`config.mk`:
```
export PLATFORM = sky130hd
export DESIGN_NAME = joint_block_sequencer
export DESIGN_NICKNAME = d
export VERILOG_FILES = /design/src/rtl/joint_block_sequencer_pkg.sv /design/src/rtl/joint_block_sequencer_lane_mux.sv /design/src/rtl/joint_block_sequencer.sv
export SDC_FILE = /design/constraint.sdc
export NUM_CORES = 1
export LEC_CHECK = 0
export ABC_AREA = 1
export BUFFER_PORTS_ARGS = -buffer_cell sky130_fd_sc_hd__buf_2
export CAP_MARGIN = 20
export CELL_PAD_IN_SITES_DETAIL_PLACEMENT = 2
export CELL_PAD_IN_SITES_GLOBAL_PLACEMENT = 2
export CORE_MARGIN = 2
export CORE_UTILIZATION = 30
export CTS_CLUSTER_DIAMETER = 60
export DETAILED_ROUTE_END_ITERATION = 6
export HOLD_SLACK_MARGIN = 0.06
export PLACE_DENSITY = 0.84
export SLEW_MARGIN = 20
export SYNTH_ARGS = -nofsm -noshare
export SYNTH_HDL_FRONTEND = slang
export SYNTH_HIERARCHICAL = 1
export SYNTH_SLANG_ARGS = --single-unit
```
`constraint.sdc`:
```
create_clock -name clk -period 10.8 [get_ports clk]
set_input_delay 0.54 -clock clk [delete_from_list [all_inputs] [get_ports clk]]
set_output_delay 0.54 -clock clk [all_outputs]
set_load 0.03 [all_outputs]
```
`src/rtl/joint_block_sequencer_pkg.sv`:
```
// Shared constants for the joint block sequencer: FSM encoding, default
// sync word and lane width, and the saturating overrun helper.
package joint_block_sequencer_pkg;

  localparam logic [1:0] ST_IDLE    = 2'd0;
  localparam logic [1:0] ST_CAPTURE = 2'd1;
  localparam logic [1:0] ST_HOLD    = 2'd2;
  localparam logic [1:0] ST_EMIT    = 2'd3;

  localparam logic [15:0] SYNC_WORD_DEF = 16'hAAAA;
  localparam int          LW_DEF        = 38;
  localparam logic [7:0]  OVR_SAT       = 8'hFF;

  function automatic logic [7:0] sat_inc8(input logic [7:0] v);
    if (v == OVR_SAT) begin
      sat_inc8 = OVR_SAT;
    end else begin
      sat_inc8 = v + 8'd1;
    end
  endfunction

endpackage

```
`src/rtl/joint_block_sequencer_lane_mux.sv`:
```
// Registered NLANE:1 selection of one word pair from the snapshot; the
// output holds whenever load_i is low.
module joint_lane_mux
  import joint_block_sequencer_pkg::*;
#(
  parameter int NLANE = 4,
  parameter int LW    = LW_DEF,
  localparam int SW   = $clog2(NLANE)
) (
  input  logic                clk,
  input  logic                rst,
  input  logic [NLANE*LW-1:0] snap0_i,
  input  logic [NLANE*LW-1:0] snap1_i,
  input  logic [SW-1:0]       sel_i,
  input  logic                load_i,
  output logic [LW-1:0]       out0_o,
  output logic [LW-1:0]       out1_o
);

  logic [LW-1:0] out0_q, out0_d;
  logic [LW-1:0] out1_q, out1_d;

  // Pick the selected lane on load, otherwise hold the presented pair.
  always_comb begin
    out0_d = out0_q;
    out1_d = out1_q;
    if (load_i) begin
      out0_d = snap0_i[int'(sel_i) * LW +: LW];
      out1_d = snap1_i[int'(sel_i) * LW +: LW];
    end else begin
      out0_d = out0_q;
      out1_d = out1_q;
    end
  end

  // Output pair register.
  always_ff @(posedge clk or posedge rst) begin
    if (rst) begin
      out0_q <= '0;
      out1_q <= '0;
    end else begin
      out0_q <= out0_d;
      out1_q <= out1_d;
    end
  end

  assign out0_o = out0_q;
  assign out1_o = out1_q;

endmodule

```
`src/rtl/joint_block_sequencer.sv`:
```
// Frame sequencer: waits for the sync header, snapshots all lane pairs,
// holds for HOLD_CYC cycles, then emits lanes in order under valid/ready.
module joint_block_sequencer
  import joint_block_sequencer_pkg::*;
#(
  parameter logic [15:0] SYNC_WORD = SYNC_WORD_DEF,
  parameter int          NLANE     = 4,
  parameter int          HOLD_CYC  = 1,
  parameter int          LW        = LW_DEF,
  localparam int         LANE_W    = $clog2(NLANE)
) (
  input  logic                clk,
  input  logic                rst,
  input  logic [15:0]         array_header,
  input  logic [NLANE*LW-1:0] array_in0,
  input  logic [NLANE*LW-1:0] array_in1,
  input  logic                out_ready,
  output logic [LW-1:0]       array_out0,
  output logic [LW-1:0]       array_out1,
  output logic                out_valid,
  output logic [LANE_W-1:0]   out_lane,
  output logic                busy,
  output logic                frame_done,
  output logic [7:0]          overrun_cnt
);

  localparam logic [3:0]        HOLD_LOAD = (HOLD_CYC > 0) ? 4'(HOLD_CYC - 1) : 4'd0;
  localparam logic [LANE_W-1:0] LAST_LANE = LANE_W'(NLANE - 1);

  logic [1:0]          state_q, state_d;
  logic [3:0]          hold_q, hold_d;
  logic [LANE_W-1:0]   lane_q, lane_d;
  logic                valid_q, valid_d;
  logic                busy_q, busy_d;
  logic                done_q, done_d;
  logic [7:0]          ovr_q, ovr_d;
  logic [NLANE*LW-1:0] snap0_q, snap0_d;
  logic [NLANE*LW-1:0] snap1_q, snap1_d;

  logic                hdr_match_s;
  logic                accept_s;
  logic                last_s;
  logic                mux_load_s;
  logic [LANE_W-1:0]   mux_sel_s;
  logic [LANE_W-1:0]   lane_inc_s;

  assign hdr_match_s = (array_header == SYNC_WORD);
  assign accept_s    = valid_q & out_ready;
  assign last_s      = (lane_q == LAST_LANE);
  assign lane_inc_s  = lane_q + LANE_W'(1);

  // Next-state logic for the frame FSM, lane counter and overrun counter.
  always_comb begin
    state_d    = state_q;
    hold_d     = hold_q;
    lane_d     = lane_q;
    valid_d    = valid_q;
    done_d     = 1'b0;
    snap0_d    = snap0_q;
    snap1_d    = snap1_q;
    mux_load_s = 1'b0;
    mux_sel_s  = lane_q;

    // Headers seen mid-frame are only counted, never acted upon.
    if (hdr_match_s && (state_q != ST_IDLE)) begin
      ovr_d = sat_inc8(ovr_q);
    end else begin
      ovr_d = ovr_q;
    end

    case (state_q)
      ST_IDLE: begin
        if (hdr_match_s) begin
          state_d = ST_CAPTURE;
        end else begin
          state_d = ST_IDLE;
        end
      end
      ST_CAPTURE: begin
        snap0_d = array_in0;
        snap1_d = array_in1;
        if (HOLD_CYC == 0) begin
          state_d = ST_EMIT;
        end else begin
          state_d = ST_HOLD;
          hold_d  = HOLD_LOAD;
        end
      end
      ST_HOLD: begin
        if (hold_q == 4'd0) begin
          state_d = ST_EMIT;
        end else begin
          hold_d = hold_q - 4'd1;
        end
      end
      ST_EMIT: begin
        // The first EMIT cycle loads lane 0 into the output register.
        if (!valid_q) begin
          mux_load_s = 1'b1;
          mux_sel_s  = '0;
          lane_d     = '0;
          valid_d    = 1'b1;
        end else if (accept_s) begin
          if (last_s) begin
            valid_d = 1'b0;
            done_d  = 1'b1;
            state_d = ST_IDLE;
          end else begin
            lane_d     = lane_inc_s;
            mux_load_s = 1'b1;
            mux_sel_s  = lane_inc_s;
          end
        end else begin
          lane_d = lane_q;
        end
      end
      default: begin
        state_d = ST_IDLE;
      end
    endcase

    busy_d = (state_d != ST_IDLE);
  end

  // Frame state, counters and status outputs.
  always_ff @(posedge clk or posedge rst) begin
    if (rst) begin
      state_q <= ST_IDLE;
      hold_q  <= 4'd0;
      lane_q  <= '0;
      valid_q <= 1'b0;
      busy_q  <= 1'b0;
      done_q  <= 1'b0;
      ovr_q   <= 8'd0;
      snap0_q <= '0;
      snap1_q <= '0;
    end else begin
      state_q <= state_d;
      hold_q  <= hold_d;
      lane_q  <= lane_d;
      valid_q <= valid_d;
      busy_q  <= busy_d;
      done_q  <= done_d;
      ovr_q   <= ovr_d;
      snap0_q <= snap0_d;
      snap1_q <= snap1_d;
    end
  end

  joint_lane_mux #(
    .NLANE (NLANE),
    .LW    (LW)
  ) u_lane_mux (
    .clk     (clk),
    .rst     (rst),
    .snap0_i (snap0_q),
    .snap1_i (snap1_q),
    .sel_i   (mux_sel_s),
    .load_i  (mux_load_s),
    .out0_o  (array_out0),
    .out1_o  (array_out1)
  );

  assign out_valid   = valid_q;
  assign out_lane    = lane_q;
  assign busy        = busy_q;
  assign frame_done  = done_q;
  assign overrun_cnt = ovr_q;

endmodule

```
==> results of run 1 <==
state kept, by name, summed over array words and instances, names as in the netlist:
register / count
hold_q: 4
out_valid: 1
overrun_cnt: 8
u_lane_mux/out0_o: 38
snap1_q: 152
busy: 1
state_q: 2
snap0_q: 152
out_lane: 2
frame_done: 1
u_lane_mux/out1_o: 38
cell usage in the layout, fill, tap and decap left out, drive strengths merged, types with 2 or more instances in the layout:
cell type | Yosys | routed
nand4 | 3 | 3
o21ai | 7 | 7
clkinvlp | 0 | 2
nand3 | 167 | 167
buf | 113 | 425
inv | 349 | 351
o22ai | 2 | 2
clkbuf | 20 | 70
xnor2 | 2 | 2
ha | 2 | 2
clkinv | 0 | 8
bufinv | 0 | 5
diode | 0 | 9
dfrtp | 399 | 399
nand2 | 1587 | 1587
nor2 | 22 | 22
logic make-up (layout without fill, tap and decap cells):
kind of cell,count (synthesis),after routing,share of synthesized area
AND/OR/NAND/NOR,1779,1779,0.3621
adder cells (fa/ha/maj),2,2,0.001312
other,0,9,0
flip-flops,399,399,0.5237
AO/OA/AOI/OAI,11,11,0.003084
XOR/XNOR,3,3,0.001378
buffers and inverters,482,862,0.1084
what timing repair did:
| item | in CTS | in global routing |
|---|---|---|
| setup endpoints to repair | 0 | 0 |
| hold endpoints to repair | 20 | 0 |
| hold buffers | 1 | 0 |
| resized for setup | 0 | 0 |
through the flow:
| step | utilization | instance area, µm² | total power [mW] |
|---|---|---|---|
| after floorplan | - | 19060 | 5.120 |
| after global placement | 0.3431 | 21600 | 6.004 |
| after detailed placement | 0.3431 | 21600 | 6.256 |
| after CTS | 0.3695 | 23270 | 8.070 |
| after global routing | 0.3703 | 23310 | 8.654 |
| final | 0.3703 | 23310 | 7.968 |
routing by layer:
metal  wire length (µm)  global-route usage  vias up
met3               3072             0.03694      109
met2              36140              0.3869      377
met1              31760              0.2774     9114
li1                   -                   -     8513
met4               1812             0.07326        8
met5                 48                   0        -
power by group through the flow:
stage,clock (mW),combinational (mW),sequential (mW)
after floorplan,0,2.29,2.83
after global placement,0,3.34,2.66
after detailed placement,0,3.56,2.70
after CTS,1.76,3.61,2.69
after global routing,1.82,4.06,2.78
final,1.72,3.56,2.69
critical path: stages (launching register included):
cell,delay [ns]
dfrtp_1,0.41
inv_1,0.18
nand2_8,0.32
inv_8,0.61
buf_4,0.90
buf_4,0.76
nand2_1,0.23
nand2_1,0.12
worst max-delay path by stage:
stage | start | cells after the start | slack (ns) | end
6_report | state_q[1] | 7 | 6.86 | snap1_q[121]
5_1_grt | state_q[1] | 7 | 6.56 | snap1_q[121]
4_1_cts | state_q[1] | 7 | 6.85 | snap1_q[121]
3_5_place_dp | state_q[1] | 7 | 6.89 | snap1_q[121]
3_3_place_gp | state_q[1] | 7 | 7.07 | snap1_q[76]
2_1_floorplan | rst | 1 | 1.32 | busy
layout make-up:
class,instances,share of cell area
antenna,9,0.0009660
clock buffer,70,0.06086
clock inverter,17,0.01004
inverter,349,0.05737
multi-input combinational,1795,0.3027
sequential,399,0.4283
tap,846,0.04540
timing repair buffer,426,0.09440
==> run metrics, run 1 <==
H-tree depth=2; Sinks on Clock Net=399; ys async rst share=1.000; Initial DRT Pass Iterations=4; worst min-delay path startpoint=array_in0[51]; power share of the clock group=0.216; cell taking the most area after synthesis=dfrtp_1; Max Clk Rate=253.6 MHz; Hold Worst Slack=0.1357 ns; GRT overflow=0; worst hold path stage count=3; Synth Register Bits=399; EDFF count, synth=0; Critical Path Start Type=flip-flop; standard-cell rows=92; synth top area cells=dfrtp_1 (52%), nand2_1 (31%), inv_1 (6.8%); library cells used by synthesis=25; final setup violation count=0; status=completed; top_reg_cell synth=dfrtp_1; slack of the worst reg-to-reg path=6.86 ns; All-Layer GR Usage=0.2216; CTS tree=yes; vias in the first global route=20780; Vias=18120; worst r2r src=state_q[1]; Hold Vio Cnt, Final=0; initial drt markers=783; Remaining DRCs=0; worst min path class=primary input to flip-flop; syn nets=3001; clk root buf=clkbuf_16; RSZ-0062 raised after global routing=no; share of cells above drive strength 1=0.1672; r2r endpoint=snap1_q[121]; FILL cells=7516; synth warn=6; Core ar.=62970 µm²; DRT Wirelength=72830 µm; shortest period the worst path allows=3.943 ns; post-CTS setup buffers=0; Die H=256.1 µm; Post-synth top cells=nand2_1 (1586), dfrtp_1 (399), inv_1 (344); CP Data Arrival Time=4.46 ns; I/O pin count=412; Hold Path Sink=snap0_q[51]; most common cell in the synthesized netlist=nand2_1; worst vdd ir=0.0002528 V; largest net degree at the start of global routing=166; I/O Buffers=411; cts bufs inserted=51; Setup Crit Path Kind=flip-flop to flip-flop; die area=65580 µm²; Worst-Margin Slew=1.065 ns; switching share of total power=0.4575; Reg clk slew, reported paths=0.06 ns; area grow syn2layout=22.29%; switching power=3.646 mW; Yosys top cell area share=0.5237; count of pins over their slew limit=0; endpoint type of the worst setup path=flip-flop; Leakage=13.84 nW; initial antenna violation count=14; pre-CTS WS=6.885 ns; CTS Buffer Depth=3; Max FO, Critical Path=134; Setup TNS Final=0 ns; Logic pwr share=0.446; worst reg2reg path depth=7; Sequential Power Share=0.338; HPWL after detailed placement=48600 µm; final worst path period share=0.3651; Placed Cells=3813; clk_skew=0.01557 ns; synthesized instance count=2676; Clock Latency Late Sink=0.60 ns; non-filler cells, final=3911; initial core utilization=0.3028; routability cong.=0.8157; Final nets=3347; routed len/inst=18.62 µm; setup ws final=6.857 ns; slew margin rel.=0.2903; Final ANT Viol Nets=0; Multi-input gate area=7057 µm²; post-synthesis sequential area ratio=0.5237; Worst Path Required=11.32 ns; syn_area_per_cell=7.124 µm²; Via density=4.633; mapped cell area=19060 µm²; register area=9985 µm²; Die W=256.1 µm; first-pass GRT wire length=116300 µm; Int Power=4.322 mW; Max-Cap Viols=0; Pwr Density=341.8 nW/µm²
(Power assumes the default switching activity.)
==> inputs of run 2 (changes only) <==
ABC_AREA = 0   (was 1)
PLACE_DENSITY = 0.81   (was 0.84)
clock period = 3.3 ns   (was 10.8 ns; I/O delays follow)
==> run 2 against run 1 <==
  * Fmax grew 53%
  * Synthesized cell count decreased by 32%
  * Utilization increased by 5.9 points
  * Clock skew rose by 0.0020 ns
  * Area after synthesis is 8.6% lower
  * Global-route usage grew 5.1 points
==> run metrics, run 2 <==
status=completed; most common cell in the synthesized netlist=nand2_1; Vias=16440; H-tree depth=2; post-route design area=24750 µm²; clk_skew=0.01756 ns; Initial DRT Pass Iterations=5; Leakage=13.03 nW; syn nets=2135; register area=9985 µm²; FILL cells=6134; worst min path class=primary input to flip-flop; I/O Buffers=411; worst vdd ir=0.001171 V; count of pins over their slew limit=0; CP Data Arrival Time=2.97 ns; initial antenna violation count=14; Top Registers=snap0_q (152), snap1_q (152); Critical Path Start Type=flip-flop; Clock Latency Late Sink=0.57 ns; shortest period the worst path allows=2.577 ns; RSZ-0062 raised after global routing=no; HPWL after detailed placement=42610 µm; Multi-input gate area=6686 µm²; Max-Cap Viols=0; Hold Vio Cnt, Final=0; endpoint type of the worst setup path=flip-flop; worst r2r src=state_q[1]; Yosys top cell area share=0.5728; Placed Cells=2909; final worst path period share=0.7808; Worst-Margin Slew=0.8729 ns; vias in the first global route=19620; CP startpoint=state_q[1]; Synth Register Bits=399; cts bufs inserted=49; final total power=25.89 mW; EDFF count, synth=0; commonest non-fill, non-tap cell in the layout=nand2_1; standard-cell rows=88; routability cong.=0.8009; first-pass GRT wire length=124700 µm; cell taking the most area after synthesis=dfrtp_1; final setup violation count=0; Logic pwr share=0.446; clk root buf=clkbuf_16; switching share of total power=0.4460; All-Layer GR Usage=0.2724; Sequential Power Share=0.348; synth warn=6; Final ANT Viol Nets=0; CTS tree=yes; synthesized instance count=1810; share of cells above drive strength 1=0.2118; post-layout util=0.4297; top_reg_cell synth=dfrtp_1; Pwr Density=1046 nW/µm²; Core ar.=57590 µm²; mapped cell area=17430 µm²; dpl cell area=20110 µm²; die area=60050 µm²; synth top area cells=dfrtp_1 (57%), nand2_1 (20%), mux2i_1 (8.8%); post-CTS setup buffers=0; Sinks on Clock Net=399; CTS Buffer Depth=3; largest net degree at the start of global routing=150; worst reg2reg path depth=5; power share of the clock group=0.207; GRT overflow=0; Reg clk slew, reported paths=0.06 ns; Via density=4.963; slew margin rel.=0.4181; Max Clk Rate=388.1 MHz; initial core utilization=0.3027; Post-synth top cells=nand2_1 (923), dfrtp_1 (399), mux2i_1 (154); initial drt markers=873; ys async rst share=1.000; worst hold path stage count=4; non-filler cells, final=3313; Setup Crit Path Kind=flip-flop to flip-flop; post-synthesis sequential area ratio=0.5728; commonest cells after routing, fill and taps aside=nand2_1 (922), buf_2 (411), dfrtp_1 (399), dlygate4sd3_1 (306), mux2i_1 (154); Die H=245.1 µm; Worst Path Required=3.69 ns; area grow syn2layout=41.95%; library cells used by synthesis=40; Final nets=2826; worst min-delay path startpoint=array_header[8]; Max FO, Critical Path=77; switching power=11.55 mW; Remaining DRCs=0; Int Power=14.34 mW; DRT Wirelength=82260 µm; syn_area_per_cell=9.631 µm²; Die W=245.1 µm; I/O pin count=412; routed len/inst=24.83 µm
## run 2: cell families after synthesis
group,synth area share
DFF,0.5728
muxes,0.09231
adders and majority gates,0.001435
and+or+nand+nor,0.2414
buffers and inverters,0.04644
xor gates and xnor gates,0.001005
AOI/OAI and AO/OA,0.04465
## run 2: critical path: stages (launching register included)
cell and delay (ns):
dfrtp_1 0.59, a31oi_1 0.21, a31oi_4 0.29, buf_12 0.45, mux2i_1 0.47, o221ai_1 0.20
## run 2: through the flow
| step | TNS (ns) | hold slack (ns) | worst slack, ns |
|---|---|---|---|
| after floorplan | -379.12 | 0.2704 | -1.174 |
| after global placement | 0 | 0.2503 | 0.8494 |
| after detailed placement | 0 | 0.2719 | 0.7090 |
| after CTS | 0 | 0.1595 | 0.7096 |
| after global routing | 0 | 0.2341 | 0.6003 |
| final | 0 | 0.2108 | 0.7233 |
## run 2: what timing repair did
action	CTS	global route
gates resized for setup	0	0
endpoints found under the hold margin	351	0
hold buffers	306	0
## run 2: power by group through the flow
stage / Clock [mW] / Sequential [mW] / Combinational (mW)
floorplan: 0 / 9.09 / 7.11
detailed placement: 0 / 8.80 / 10.5
global placement: 0 / 8.63 / 9.89
finish: 5.35 / 9.00 / 11.5
global route: 5.62 / 9.20 / 12.5
CTS: 5.33 / 8.76 / 10.9
## run 2: final timing paths
path,end,slack [ns]
min in group asynchronous,u_lane_mux/out1_o[18],0.23
worst min register to register,snap1_q[65],0.48
worst min-delay path,busy,0.21
max in group asynchronous,snap0_q[69],1.94
worst max register to register,u_lane_mux/out1_o[37],0.72
worst max-delay path,u_lane_mux/out1_o[37],0.72
## run 2: cell type report
class | count | area share
flip-flops and latches | 399 | 0.4035
inverters | 6 | 0.001163
well taps | 765 | 0.03868
diodes | 13 | 0.001315
clock inverters | 10 | 0.002579
clock buffers | 75 | 0.05956
repair buffers | 750 | 0.2230
multi-input cells | 1295 | 0.2702
## run 2: metal layers
| metal | GRT usage | routed length, µm | vias up |
|---|---|---|---|
| met5 | 0 | 27 | - |
| met1 | 0.3043 | 31450 | 8482 |
| met2 | 0.5169 | 44380 | 556 |
| li1 | - | - | 7228 |
| met3 | 0.04363 | 3593 | 172 |
| met4 | 0.09828 | 2806 | 4 |
